$ cat src/rtl/nic_vc_queue.sv
// NIC between a processing element and a ring router. It has one receive FIFO and
// one send FIFO per virtual channel, so a stalled VC cannot block the other one.
module nic_vc_queue #(
  parameter int unsigned DATA_W = 64,
  parameter int unsigned DEPTH  = 4
) (
  input  logic              clk,
  input  logic              reset,
  input  logic [1:0]        addr,
  input  logic [DATA_W-1:0] d_in,
  output logic [DATA_W-1:0] d_out,
  input  logic              nicEn,
  input  logic              nicWrEn,
  output logic              net_so,
  input  logic              net_ro,
  output logic [DATA_W-1:0] net_do,
  input  logic              net_polarity,
  input  logic              net_si,
  output logic              net_ri,
  input  logic [DATA_W-1:0] net_di
);

  localparam int unsigned PTR_W  = $clog2(DEPTH);
  localparam int unsigned CNT_W  = PTR_W + 1;
  // Packet bit 0 in MSB-first numbering is the top bit of a descending vector.
  localparam int unsigned VC_BIT = DATA_W - 1;

  logic [DATA_W-1:0] in_mem_q [DEPTH];
  logic [PTR_W-1:0]  in_wr_q, in_wr_d, in_rd_q, in_rd_d;
  logic [CNT_W-1:0]  in_cnt_q, in_cnt_d;
  logic              in_ovf_q, in_ovf_d;

  logic [DATA_W-1:0] out_mem_q [2][DEPTH];
  logic [PTR_W-1:0]  out_wr_q [2];
  logic [PTR_W-1:0]  out_wr_d [2];
  logic [PTR_W-1:0]  out_rd_q [2];
  logic [PTR_W-1:0]  out_rd_d [2];
  logic [CNT_W-1:0]  out_cnt_q [2];
  logic [CNT_W-1:0]  out_cnt_d [2];
  logic              out_drop_q, out_drop_d;

  logic [DATA_W-1:0] d_out_q, d_out_d;

  logic              in_full, in_empty, in_push, in_pop;
  logic [1:0]        out_full, out_empty, out_push, out_pop;
  logic              rd_en, wr_en, out_wr_req, out_vc, send_vc;

  assign rd_en      = nicEn & ~nicWrEn;
  assign wr_en      = nicEn & nicWrEn;
  assign in_full    = (in_cnt_q == CNT_W'(DEPTH));
  assign in_empty   = (in_cnt_q == '0);
  assign out_full   = {out_cnt_q[1] == CNT_W'(DEPTH), out_cnt_q[0] == CNT_W'(DEPTH)};
  assign out_empty  = {out_cnt_q[1] == '0, out_cnt_q[0] == '0};
  assign out_vc     = d_in[VC_BIT];
  assign out_wr_req = wr_en & (addr == 2'b10);
  assign send_vc    = net_polarity;

  // Network-facing handshakes are combinational; gating with reset drops them immediately.
  assign net_ri  = reset & ~in_full;
  assign net_so  = reset & net_ro & ~out_empty[send_vc];
  assign net_do  = net_so ? out_mem_q[send_vc][out_rd_q[send_vc]] : '0;
  assign d_out   = d_out_q;

  assign in_push = net_si & net_ri;
  assign in_pop  = rd_en & (addr == 2'b00) & ~in_empty;

  always_comb begin
    out_push = 2'b00;
    out_pop  = 2'b00;
    for (int v = 0; v < 2; v++) begin
      out_push[v] = out_wr_req & (out_vc == 1'(v)) & ~out_full[v];
      out_pop[v]  = net_so & (send_vc == 1'(v));
    end
  end

  // Next-state for pointers, counters, sticky flags and the read register.
  always_comb begin
    in_wr_d    = in_wr_q;
    in_rd_d    = in_rd_q;
    in_cnt_d   = in_cnt_q;
    in_ovf_d   = in_ovf_q;
    out_wr_d   = out_wr_q;
    out_rd_d   = out_rd_q;
    out_cnt_d  = out_cnt_q;
    out_drop_d = out_drop_q;
    d_out_d    = '0;

    if (in_push) in_wr_d = in_wr_q + PTR_W'(1);
    if (in_pop)  in_rd_d = in_rd_q + PTR_W'(1);
    in_cnt_d = in_cnt_q + CNT_W'(in_push) - CNT_W'(in_pop);

    for (int v = 0; v < 2; v++) begin
      if (out_push[v]) out_wr_d[v] = out_wr_q[v] + PTR_W'(1);
      if (out_pop[v])  out_rd_d[v] = out_rd_q[v] + PTR_W'(1);
      out_cnt_d[v] = out_cnt_q[v] + CNT_W'(out_push[v]) - CNT_W'(out_pop[v]);
    end

    // Clears come first so a same-edge set wins.
    if (rd_en && addr == 2'b01) in_ovf_d = 1'b0;
    if (net_si && !net_ri)      in_ovf_d = 1'b1;
    if (rd_en && addr == 2'b11) out_drop_d = 1'b0;
    if (out_wr_req && out_full[out_vc]) out_drop_d = 1'b1;

    if (rd_en) begin
      case (addr)
        2'b00: d_out_d = in_empty ? '0 : in_mem_q[in_rd_q];
        2'b01: begin
          d_out_d[0]          = ~in_empty;
          d_out_d[1]          = in_ovf_q;
          d_out_d[2 +: CNT_W] = in_cnt_q;
        end
        2'b11: begin
          d_out_d[0] = out_full[0];
          d_out_d[1] = out_full[1];
          d_out_d[2] = out_drop_q;
        end
        default: d_out_d = '0;
      endcase
    end
  end

  always_ff @(posedge clk or negedge reset) begin
    if (!reset) begin
      in_wr_q    <= '0;
      in_rd_q    <= '0;
      in_cnt_q   <= '0;
      in_ovf_q   <= 1'b0;
      out_wr_q   <= '{default: '0};
      out_rd_q   <= '{default: '0};
      out_cnt_q  <= '{default: '0};
      out_drop_q <= 1'b0;
      d_out_q    <= '0;
    end else begin
      in_wr_q    <= in_wr_d;
      in_rd_q    <= in_rd_d;
      in_cnt_q   <= in_cnt_d;
      in_ovf_q   <= in_ovf_d;
      out_wr_q   <= out_wr_d;
      out_rd_q   <= out_rd_d;
      out_cnt_q  <= out_cnt_d;
      out_drop_q <= out_drop_d;
      d_out_q    <= d_out_d;
    end
  end

  // Storage needs no reset; validity is tracked by the counters.
  always_ff @(posedge clk) begin
    if (in_push) in_mem_q[in_wr_q] <= net_di;
    for (int v = 0; v < 2; v++) begin
      if (out_push[v]) out_mem_q[v][out_wr_q[v]] <= d_in;
    end
  end

endmodule
$ cat config.mk
export PLATFORM = sky130hd
export DESIGN_NAME = nic_vc_queue
export DESIGN_NICKNAME = d
export VERILOG_FILES = /design/src/rtl/nic_vc_queue.sv
export SDC_FILE = /design/constraint.sdc
export NUM_CORES = 1
export LEC_CHECK = 0
export CAP_MARGIN = 15
export CORE_MARGIN = 10
export CORE_UTILIZATION = 51
export DETAILED_ROUTE_END_ITERATION = 8
export PLACE_DENSITY = 0.82
export SLEW_MARGIN = 5
export SYNTH_ARGS = -nofsm -noshare
export SYNTH_HDL_FRONTEND = slang
export SYNTH_SLANG_ARGS = --single-unit
$ cat constraint.sdc
create_clock -name clk -period 6.7 [get_ports clk]
set_input_delay 2.01 -clock clk [delete_from_list [all_inputs] [get_ports clk]]
set_output_delay 2.01 -clock clk [all_outputs]
set_load 0.005 [all_outputs]
# == Word level (Yosys, flattened, before mapping) ==
# Memory sizes are Yosys's and may differ from the RTL's.
# Cells that the tools add are included.
# W data, S select, Z words.
# word_totals
output_inout_bits,130
ramBits,768
elab_cells,114
register_bits,87
input_bits,137
mem_count,2
# op_classes
n_addsub,12
n_bitwise,27
n_reduce_logical,14
mux,33
magnitude_cmp,8
n_eq_ne,6
# memory_table
memory,depth,word_bits,read_ports,rd_ports_with_merged_regs,wr,line_no,rtl
out_mem_q,2,256,1,0,1,33,logic [DATA_W-1:0] out_mem_q [2][DEPTH];
in_mem_q,4,64,1,0,1,28,logic [DATA_W-1:0] in_mem_q [DEPTH];
# ops
operator,n
$mux W256,4
$mux W64,7
$demux W64 S2,2
$reduce_or A256 Y1,1
$bmux W64 S2,1
$mux W59,1
$and A1 B1 Y1,15
$mux W1,13
$add A2 B1 Y2 const B,6
$add A3 B1 Y3,3
$eq A3 B3 Y1 const B,3
$ge A3 B3 Y1 const B,3
$logic_not A3 Y1,3
$not A2 Y3,3
$pmux W3 S3,1
$sub A3 B1 Y3,3
$not A1 Y1,8
$logic_and A1 B1 Y1,6
$lt A3 B1 Y1 const B,2
$mux W2,3
$eq A2 B2 Y1 const B,2
$lt A1 B2 Y1 const B,2
$pmux W2 S2,1
$reduce_bool A2 Y1,2
other kinds (5),5

# == Depth between registers and ports, before layout ==
# logic_depth
word_depth,9
ltp_mapped,11
ltp_nobuf,10

# == Worst setup path after synthesis ==
# OpenSTA, ideal clock, no wires.
# synth_path
path_kind,input-to-output
startpoint,in net_polarity
endpoint,out net_do[24]
path_stages,6
slack_ns,1.493
arrival_ns,3.197
cell_sequence,buf_6 > mux2i_1 > or4b_1 > buf_2 > buf_6 > o22ai_1
# synth_between
elab_chain_cells,9
elab_cells_between_ends,14
cone_classes,mux: 9; bitwise: 4; memory: 1
# synth_lines
element,line_no,rtl
start: declaration,17,"input logic net_polarity,"
$not A1 Y2 (implied by the code),61,assign net_do = net_so ? out_mem_q[send_vc][out_rd_q[send_vc]] : '0;
$mux W2 (implied by the code) (3 in a row),61,
$not A2 Y3 (implied by the code),61,
$bmux W64 S2,61,
$mux W64 (implied by the code) (2 in a row),61,
$mux W64 *,61,
end: declaration,16,"output logic [DATA_W-1:0] net_do,"
# Mark *: on every way between the ends. The rest lies on a longest branch, timed or not. The select of a mux whose other input is x is not followed.

# == Worst setup path after layout ==
# layout_path
startpoint,in net_ro
endpoint,out net_do[5]
# layout_between
elab_chain_cells,3
# layout_lines
element,line_no,rtl
start: declaration,15,"input logic net_ro,"
$and A1 B1 Y1 (2 in a row),60,assign net_so = reset & net_ro & ~out_empty[send_vc];
$mux W64,61,
# No other way between the ends.

==> reports/metrics.csv <==
metric,value,unit
Setup Viol. Count Final,0,
max cap viols,0,
Tightest Hold Check Type,flop to flop,
post-DR wirelength/cell,25.0,µm
clock root cell,clkbuf_16,
Rel. slew slack,0.327,
CTS max path bufs,3,
CP Max Fanout,47,
Synth area leader,edfxtp_1,
Via density,5.81,
slew of the pin with the lowest slew margin,1.01,ns
Hold Startpoint,out_rd_q[1]$_DFFE_PN0P_,
Placed Instances,2782,
Initial Utilization,0.513,
core area,64100,µm²
"count leader, synth",edfxtp_1,
CTS buffer count,85,
drt first-iter violations,1394,
skew final,0.0212,ns
Post-synth EDFFs,768,
RD Place Congestion,0.740,
max-slew violation count,0,
final WL,73800,µm
mapped cell area,32900,µm²
Synth Warn #,0,
"Top FF cell, synth",edfxtp_1,
hold path cells,1,
min cycle time layout,6.56,ns
number of global-route vias before repair,17900,
post-synth net total,1878,
clk sinks,855,
#FFs+latches synth,855,
DR DRC count,0,
Worst R2R Start,in_cnt_q[1]$_DFF_PN0_,
asr flop ratio synth,0.102,
Fmax achieved,152,MHz
part of the Yosys area used for sequential elements,0.767,
setup TNS,0,ns
CTS tree,done,
post-CTS sizing,0,
power per standard cell area,354,nW/µm²
"CTS clk-pin slew, worst paths",0.06,ns
via count,17100,
Overflow after GRT,0,
share of cells above drive strength 1,0.166,
Port Buf Inserts,266,
Peak VDD IR,260,µV
period utilisation layout,0.979,
initial antenna violation count,14,
Critical Path Sink Type,primary output,
RSZ-0062 raised after global routing,no,
Clock Latency Late Sink,0.61,ns
R2R depth,4,
largest net degree at the start of global routing,135,
H-tree levels,3,
row count,93,
Die Footprint,75100,µm²
gr usage total,0.194,
Startpoint Class,primary input,
Worst Path Required,4.69,ns
# nets final,2172,
first-pass GRT wire length,111000,µm
I/O pin cnt,267,
WS Path Type,primary input to primary output,
Die X,274,µm
P_leak,14.1,nW
post-DP HPWL,41500,µm
Fin. Hold Viols,0,
# hold bufs at CTS,0,
top post-synthesis cells by area,"edfxtp_1 70%, dfrtp_1 6.6%, mux4_2 4.4%",
Cell variety after synth,43,
Worst Setup SP,net_ro,
post-synth top area share,0.701,
commonest cells in the netlist,"768 x edfxtp_1, 132 x mux2i_1, 119 x and3_1, 87 x dfrtp_1, 67 x mux2_2",
Filler cells,4358,
Non-Filler Instances,2948,
Area Overhead vs Synth,20.6,%
"antenna viol nets, final",0,
crit path DAT,4.55,ns
Synth Instances,1720,
post-CTS setup buffer count,0,
Die Y,274,µm
Initial DRT Pass Iterations,5,
Mapped Avg Cell Area,19.1,µm²
status,"complete, no violations",
cells by family (layout without fill, tap and decap cells):
group | after synthesis | count (layout) | share of synthesized area
xor+xnor | 15 | 15 | 0.00399
compound gates | 138 | 138 | 0.0319
mux | 263 | 263 | 0.107
fa+ha+maj | 21 | 21 | 0.00867
flops | 855 | 855 | 0.767
simple gates | 294 | 294 | 0.0637
buf+inv | 134 | 500 | 0.0178
other cells | 0 | 7 | 0
final cells by class:
class	instances	area, µm²	area share
clock buffers	106	2290	0.0577
multi-input cells	731	7130	0.180
flip-flops and latches	855	25300	0.636
repair buffers	321	3230	0.0814
diodes	7	17.5	0.000441
inverters	20	75.1	0.00189
well taps	855	1070	0.0270
clock inverters	53	622	0.0157
per-layer routing:
layer,up-vias,wire (µm),track usage
li1,7551,-,-
met1,8853,30400,0.257
met2,579,35800,0.311
met3,140,5720,0.0543
met4,18,1730,0.0590
met5,-,111,0
layout by cell type (no fill, tap or decap), drive strengths merged, types with 4 or more instances in the layout:
cell,netlist,routed
xor2,7,7
and3b,60,60
or3,5,5
clkdlybuf4s50,0,264
clkbuf,65,107
and2,13,13
o2111ai,4,4
nor3b,64,64
ha,18,18
dfrtp,87,87
mux2,67,67
nand3b,5,5
diode,0,7
xnor2,8,8
or3b,5,5
inv,20,24
and3,119,119
mux2i,132,132
buf,49,56
nor3,5,5
bufinv,0,13
edfxtp,768,768
clkinv,0,33
a2111oi,60,60
o22ai,65,65
mux4,64,64
path summary, 6_finish.rpt:
kind,endpoint,slack (ns)
min in group asynchronous,d_out[19]$_DFF_PN0_,1.39
max in group asynchronous,out_rd_q[2]$_DFFE_PN0P_,3.93
setup / recovery,net_do[5],0.14
hold reg to reg,out_rd_q[1]$_DFFE_PN0P_,0.47
hold / removal,out_rd_q[1]$_DFFE_PN0P_,0.47
setup reg to reg,in_mem_q[3][37]$_DFFE_PP_,3.74
worst max-delay path: stages:
cell and delay, ns:
clkdlybuf4s50_1 0.45, nand2_1 0.21, or4_2 0.76, buf_6 0.27, o22ai_1 0.26, clkdlybuf4s50_1 0.56
stage by stage:
step                       util  total power, mW  setup WS, ns  area, µm²  hold slack [ns]
final                     0.619             14.0         0.140      39700            0.475
after CTS                 0.619             14.2        0.0756      39700            0.474
after global placement    0.573             9.18         0.169      36800            0.454
after detailed placement  0.573             9.27        0.0777      36800            0.466
after floorplan               -             8.19          1.49      32900            0.441
after global routing      0.619             14.6        0.0684      39700            0.499
power by group:
group	internal [mW]	total [mW]	switching, mW
combinational	1.35	2.73	1.39
clock	2.94	4.90	1.96
sequential	6.14	6.40	0.264
total	10.4	14.0	3.61
state kept, by name (all words and copies together), names as in the netlist, 2 cells and up:
| name | cells |
|---|---|
| in_wr_q | 2 |
| d_out | 64 |
| in_mem_q | 256 |
| in_cnt_q | 3 |
| out_cnt_q | 6 |
| out_rd_q | 4 |
| in_rd_q | 2 |
| out_mem_q | 512 |
| out_wr_q | 4 |
(Power assumes the default switching activity.)
